<file path="src/rtl/pong_pkg.sv">
// Shared types and constants for the pong game controller and its datapath.
package pong_pkg;

    typedef enum logic [2:0] {
        IDLE  = 3'd0,
        SERVE = 3'd1,
        PLAY  = 3'd2,
        MISS  = 3'd3,
        OVER  = 3'd4
    } game_state_t;

    localparam int SCORE_W          = 8;
    localparam int LIVES_W          = 2;
    localparam int BALL_Y_W         = 9;
    localparam int SERVE_CNT_W      = 8;
    localparam int DEF_SERVE_FRAMES = 60;
    localparam int DEF_LIVES        = 3;
    localparam int DEF_MISS_Y       = 448;

    function automatic logic [SCORE_W-1:0] score_sat_inc(input logic [SCORE_W-1:0] v);
        return (&v) ? v : v + SCORE_W'(1);
    endfunction

endpackage

</file>
<file path="src/rtl/edge_sync.sv">
// Two-flop synchronizer for an asynchronous level, followed by a registered
// one-cycle rising-edge pulse.
module edge_sync (
    input  logic clk,
    input  logic rst,
    input  logic d_i,
    output logic rise_o
);

    logic sync1_q;
    logic sync2_q;
    logic prev_q;
    logic rise_q;

    always_ff @(posedge clk) begin
        if (rst) begin
            sync1_q <= 1'b0;
            sync2_q <= 1'b0;
            prev_q  <= 1'b0;
            rise_q  <= 1'b0;
        end else begin
            sync1_q <= d_i;
            sync2_q <= sync1_q;
            prev_q  <= sync2_q;
            rise_q  <= sync2_q & ~prev_q;
        end
    end

    assign rise_o = rise_q;

endmodule

</file>
<file path="src/rtl/pong_game_ctrl.sv">
// Game sequencing for VGA pong: serve hold, play enable, miss handling,
// score and lives bookkeeping.
//
// state | meaning
// IDLE  | waiting for first start press, everything cleared
// SERVE | ball held at serve position for SERVE_FRAMES frame ticks
// PLAY  | ball moves; paddle hits score, a miss costs a life
// MISS  | one-cycle decision: re-serve or game over
// OVER  | game_over shown, score/lives frozen until start
module pong_game_ctrl
    import pong_pkg::*;
#(
    parameter int unsigned SERVE_FRAMES = DEF_SERVE_FRAMES,
    parameter int unsigned LIVES        = DEF_LIVES,
    parameter int unsigned MISS_Y       = DEF_MISS_Y
) (
    input  logic                clk,
    input  logic                rst,
    input  logic                frame_tick,
    input  logic                start,
    input  logic [BALL_Y_W-1:0] ball_y,
    input  logic                paddle_hit,
    output logic                ball_load,
    output logic                ball_run,
    output logic [SCORE_W-1:0]  score,
    output logic [LIVES_W-1:0]  lives,
    output logic                game_over
);

    localparam logic [SERVE_CNT_W-1:0] SERVE_LOAD = SERVE_CNT_W'(SERVE_FRAMES);
    localparam logic [LIVES_W-1:0]     LIVES_LOAD = LIVES_W'(LIVES);
    localparam logic [BALL_Y_W-1:0]    MISS_Y_C   = BALL_Y_W'(MISS_Y);

    logic start_rise;

    game_state_t            state_q;
    logic [SERVE_CNT_W-1:0] serve_cnt_q;
    logic [SCORE_W-1:0]     score_q;
    logic [LIVES_W-1:0]     lives_q;
    logic                   ball_load_q;
    logic                   ball_run_q;
    logic                   game_over_q;

    edge_sync u_start_sync (
        .clk    (clk),
        .rst    (rst),
        .d_i    (start),
        .rise_o (start_rise)
    );

    always_ff @(posedge clk) begin
        if (rst) begin
            state_q     <= IDLE;
            serve_cnt_q <= '0;
            score_q     <= '0;
            lives_q     <= '0;
            ball_load_q <= 1'b0;
            ball_run_q  <= 1'b0;
            game_over_q <= 1'b0;
        end else begin
            ball_load_q <= 1'b0;
            case (state_q)
                IDLE, OVER: begin
                    if (start_rise) begin
                        score_q     <= '0;
                        lives_q     <= LIVES_LOAD;
                        serve_cnt_q <= SERVE_LOAD;
                        state_q     <= SERVE;
                        ball_load_q <= 1'b1;
                        ball_run_q  <= 1'b0;
                        game_over_q <= 1'b0;
                    end
                end
                SERVE: begin
                    if (frame_tick) begin
                        serve_cnt_q <= serve_cnt_q - SERVE_CNT_W'(1);
                        if (serve_cnt_q == SERVE_CNT_W'(1)) begin
                            state_q    <= PLAY;
                            ball_run_q <= 1'b1;
                        end
                    end
                end
                PLAY: begin
                    if (paddle_hit)
                        score_q <= score_sat_inc(score_q);
                    // A hit and a miss on the same cycle both count.
                    if (frame_tick && (ball_y >= MISS_Y_C)) begin
                        lives_q    <= lives_q - LIVES_W'(1);
                        state_q    <= MISS;
                        ball_run_q <= 1'b0;
                    end
                end
                MISS: begin
                    if (lives_q == '0) begin
                        state_q     <= OVER;
                        game_over_q <= 1'b1;
                    end else begin
                        serve_cnt_q <= SERVE_LOAD;
                        state_q     <= SERVE;
                        ball_load_q <= 1'b1;
                    end
                end
                default: begin
                    state_q     <= IDLE;
                    ball_run_q  <= 1'b0;
                    game_over_q <= 1'b0;
                end
            endcase
        end
    end

    assign ball_load = ball_load_q;
    assign ball_run  = ball_run_q;
    assign score     = score_q;
    assign lives     = lives_q;
    assign game_over = game_over_q;

endmodule

</file>
<file path="config.mk">
export PLATFORM = sky130hd
export DESIGN_NAME = pong_game_ctrl
export DESIGN_NICKNAME = d
export VERILOG_FILES = /design/src/rtl/pong_pkg.sv /design/src/rtl/edge_sync.sv /design/src/rtl/pong_game_ctrl.sv
export SDC_FILE = /design/constraint.sdc
export NUM_CORES = 1
export LEC_CHECK = 0
export ABC_AREA = 1
export BUFFER_PORTS_ARGS = -buffer_cell sky130_fd_sc_hd__buf_2
export CORE_UTILIZATION = 40
export CTS_BUF_LIST = sky130_fd_sc_hd__clkbuf_2 sky130_fd_sc_hd__clkbuf_4 sky130_fd_sc_hd__clkbuf_8
export DETAILED_ROUTE_END_ITERATION = 8
export REMOVE_ABC_BUFFERS = 1
export SLEW_MARGIN = 10
export SYNTH_ARGS = -nofsm -noshare
export SYNTH_HDL_FRONTEND = slang
export SYNTH_SLANG_ARGS = --single-unit
</file>
<file path="constraint.sdc">
create_clock -name clk -period 2.7 [get_ports clk]
set_input_delay 0.27 -clock clk [delete_from_list [all_inputs] [get_ports clk]]
set_output_delay 0.27 -clock clk [all_outputs]
set_load 0.1 [all_outputs]
</file>
==> impl_metrics.ini <==
[sta]
slew_headroom_pct = 67.97
finalHoldViolations = 0
hold-worst-slack_ns = 0.1904
fin_crit_sh_pct = 62.94
setup_viol = 0
finClkSkew_ns = 0.002035
setup_tns_ns = 0
clock.fmax_mhz = 588.4
worst_slew_pin_slew_ns = 0.4837
slew_viol_final = 0
fin_ws_ns = 1.001
rsz0062_at_grt = false
fin_crit_ns = 1.699

[power_and_ir_drop]
p_leak_nw = 0.7572
total_power_mw = 0.9574
powerDensity_nw_per_um2 = 557.3
vdd_drop_max_v = 0.0003726

[worst_setup_path]
crit_slowest_cell = dfxtp_1
cp-start-kind = register
reg2reg_slack_ns = 1.00
path_cells = inv_1 -> ha_1 -> nand4_1 -> nand2_1 -> nor3_4 -> nand2_1 -> nand2_1 -> nor2_1
path_common_cell = nand2_1
r2r_cells = 8
cp_num_cells = 8
worstPathArrival_ns = 1.88
critPathBufInv = 1
critPathMaxStageDelay_ns = 0.37
worstReg2RegStart = lives[0]
worstSetupEndpointType = register
worst-path-max-fanout = 10
crit_family = simple AND/OR/NAND/NOR gates
critical_path_required_ns = 2.88
crit_start = lives[0]
crit_type = reg -> reg

[place]
pre_cts_slack_ns = 0.9981
gp_congestion = 0.8729
numPortBuffers = 20
placed_area_um2 = 1647
dpl.hpwl_mm = 2.325

[clock_tree]
clockRootBuffer = clkbuf_8
path_clk_slew_ns = 0.09
cts.path.max_buffers = 2
cts_buffers = 3
postCtsResizedCells = 0
cts_max_level = 1
cts.hold.buffers_added = 0
cts_setup_buffers = 0
worstSkewPairLatency_ns = 0.27
tritoncts = built
clock_sinks = 28

[final_layout]
diodes = 0
layout-drive-gt1-share_pct = 15.08
area_growth_syn_to_layout_pct = 14.80
finish.instance_area_um2 = 1718
num-nets-final = 271

[drt]
finalWirelength_mm = 3.114
drt_pass1_iterations = 6
vias = 1401
drt_iter0_drc = 70
detail_route.vias_per_cell = 4.701
post_drt_wl_per_cell_um = 10.45
detail-route-antenna-nets = 0
remaining_drc_errors = 0

[synth]
ys_types = 24
syn_avg_cell_area_um2 = 6.506
synthArstFlopShare_pct = 0
syn_inst = 230
synth_area_leader_cell = dfxtp_1
syn_area_um2 = 1496
synth_edf_count = 0
yosys-top-cells-count = nand2_1 (62), nor2_1 (40), dfxtp_1 (28)
synth_ff_type = dfxtp_1
ys_ff_latch = 28
synthTopCellsByArea = dfxtp_1 (37%), nand2_1 (16%), nor2_1 (10%)
yosys_warnings = 0
yosys.area.top_type_share_pct = 37.46
ys_seq_area_share_pct = 37.46
yosysMostFrequentCell = nand2_1

[global_route]
grt_antenna_before_repair = 0
grt_usage_pct = 17.28
grt_overflow = 0
grt_max_degree = 19
grt_pass1_vias = 1249
grt_pass1_wl_mm = 5.499

[floorplanning]
die-area_um2 = 3990
initial_core_util_pct = 43.15
coreArea_um2 = 3468
fp.dieH_um = 63.17
die_w_um = 63.17
rows = 21
io_pins = 27

[min_path]
hold_depth = 3
hp-class = in -> reg
hold_path_startpoint = start

[flow_run]
maxCapViolCount = 0

[outcome]
outcome = finished, final reports clean
## layout make-up
type / instances / area, um^2
clock inverter: 1 / 30.03
tap: 46 / 57.56
clock buffer: 3 / 41.29
sequential: 28 / 560.5
multi-input combinational: 170 / 815.8
timing repair buffer: 20 / 100.1
inverter: 30 / 112.6
fill: 376 / 1750
## where the power goes
part	internal [mW]	switching, mW
clock	0.198	0.129
combinational	0.0510	0.134
sequential	0.430	0.0151
## kinds of logic after synthesis
| logic type | Yosys count | share of synthesized area [%] |
|---|---|---|
| AO/OA/AOI/OAI | 26 | 8.695 |
| XOR/XNOR | 4 | 2.342 |
| adder cells (fa/ha/maj) | 4 | 3.345 |
| buffers and inverters | 32 | 8.026 |
| flip-flops | 28 | 37.46 |
| AND/OR/NAND/NOR | 136 | 40.13 |
## state kept, by name (all words and copies together), names as in the netlist
signal	cells
ball_load	1
ball_run	1
game_over	1
lives	2
score	8
serve_cnt_q	8
state_q	3
u_start_sync.prev_q	1
u_start_sync.rise_o	1
u_start_sync.sync1_q	1
u_start_sync.sync2_q	1
## layer usage
metal | vias to the layer above | track usage (%) | routed length, um
met5 | - | 0 | 0
met4 | 0 | 4.360 | 24
met3 | 2 | 4.348 | 104
met2 | 25 | 27.15 | 1341
met1 | 605 | 23.39 | 1643
li1 | 769 | - | -
## stage by stage
step,cells,utilization (%)
6_report,298,49.53
4_1_cts,298,49.53
2_1_floorplan,228,-
3_3_place_gp,294,47.47
5_1_grt,298,49.53
3_5_place_dp,294,47.47
## worst register-to-register path: cells and delay by family, from the launching register on
kind                     cells  cell delay (ns)
adder cells (fa/ha/maj)      1             0.21
buffers and inverters        1             0.06
flip-flops                   1             0.37
AND/OR/NAND/NOR              6             0.97
## placed cells by master (no fill, tap or decap), drive strengths merged
cell type / count
dfxtp: 28
xnor2: 1
buf: 20
inv: 29
clkbuf: 3
bufinv: 1
nor2: 44
nor3: 7
nand2: 64
ha: 4
nand4: 3
o21ai: 11
nand3: 16
xor2: 3
clkinv: 1
nor3b: 2
a21oi: 15
## worst paths after layout
path	to
hold / removal	u_start_sync.sync1_q
hold reg to reg	u_start_sync.rise_o
setup / recovery	serve_cnt_q[1]
setup reg to reg	serve_cnt_q[1]
Power figures use the tool's default switching activity.
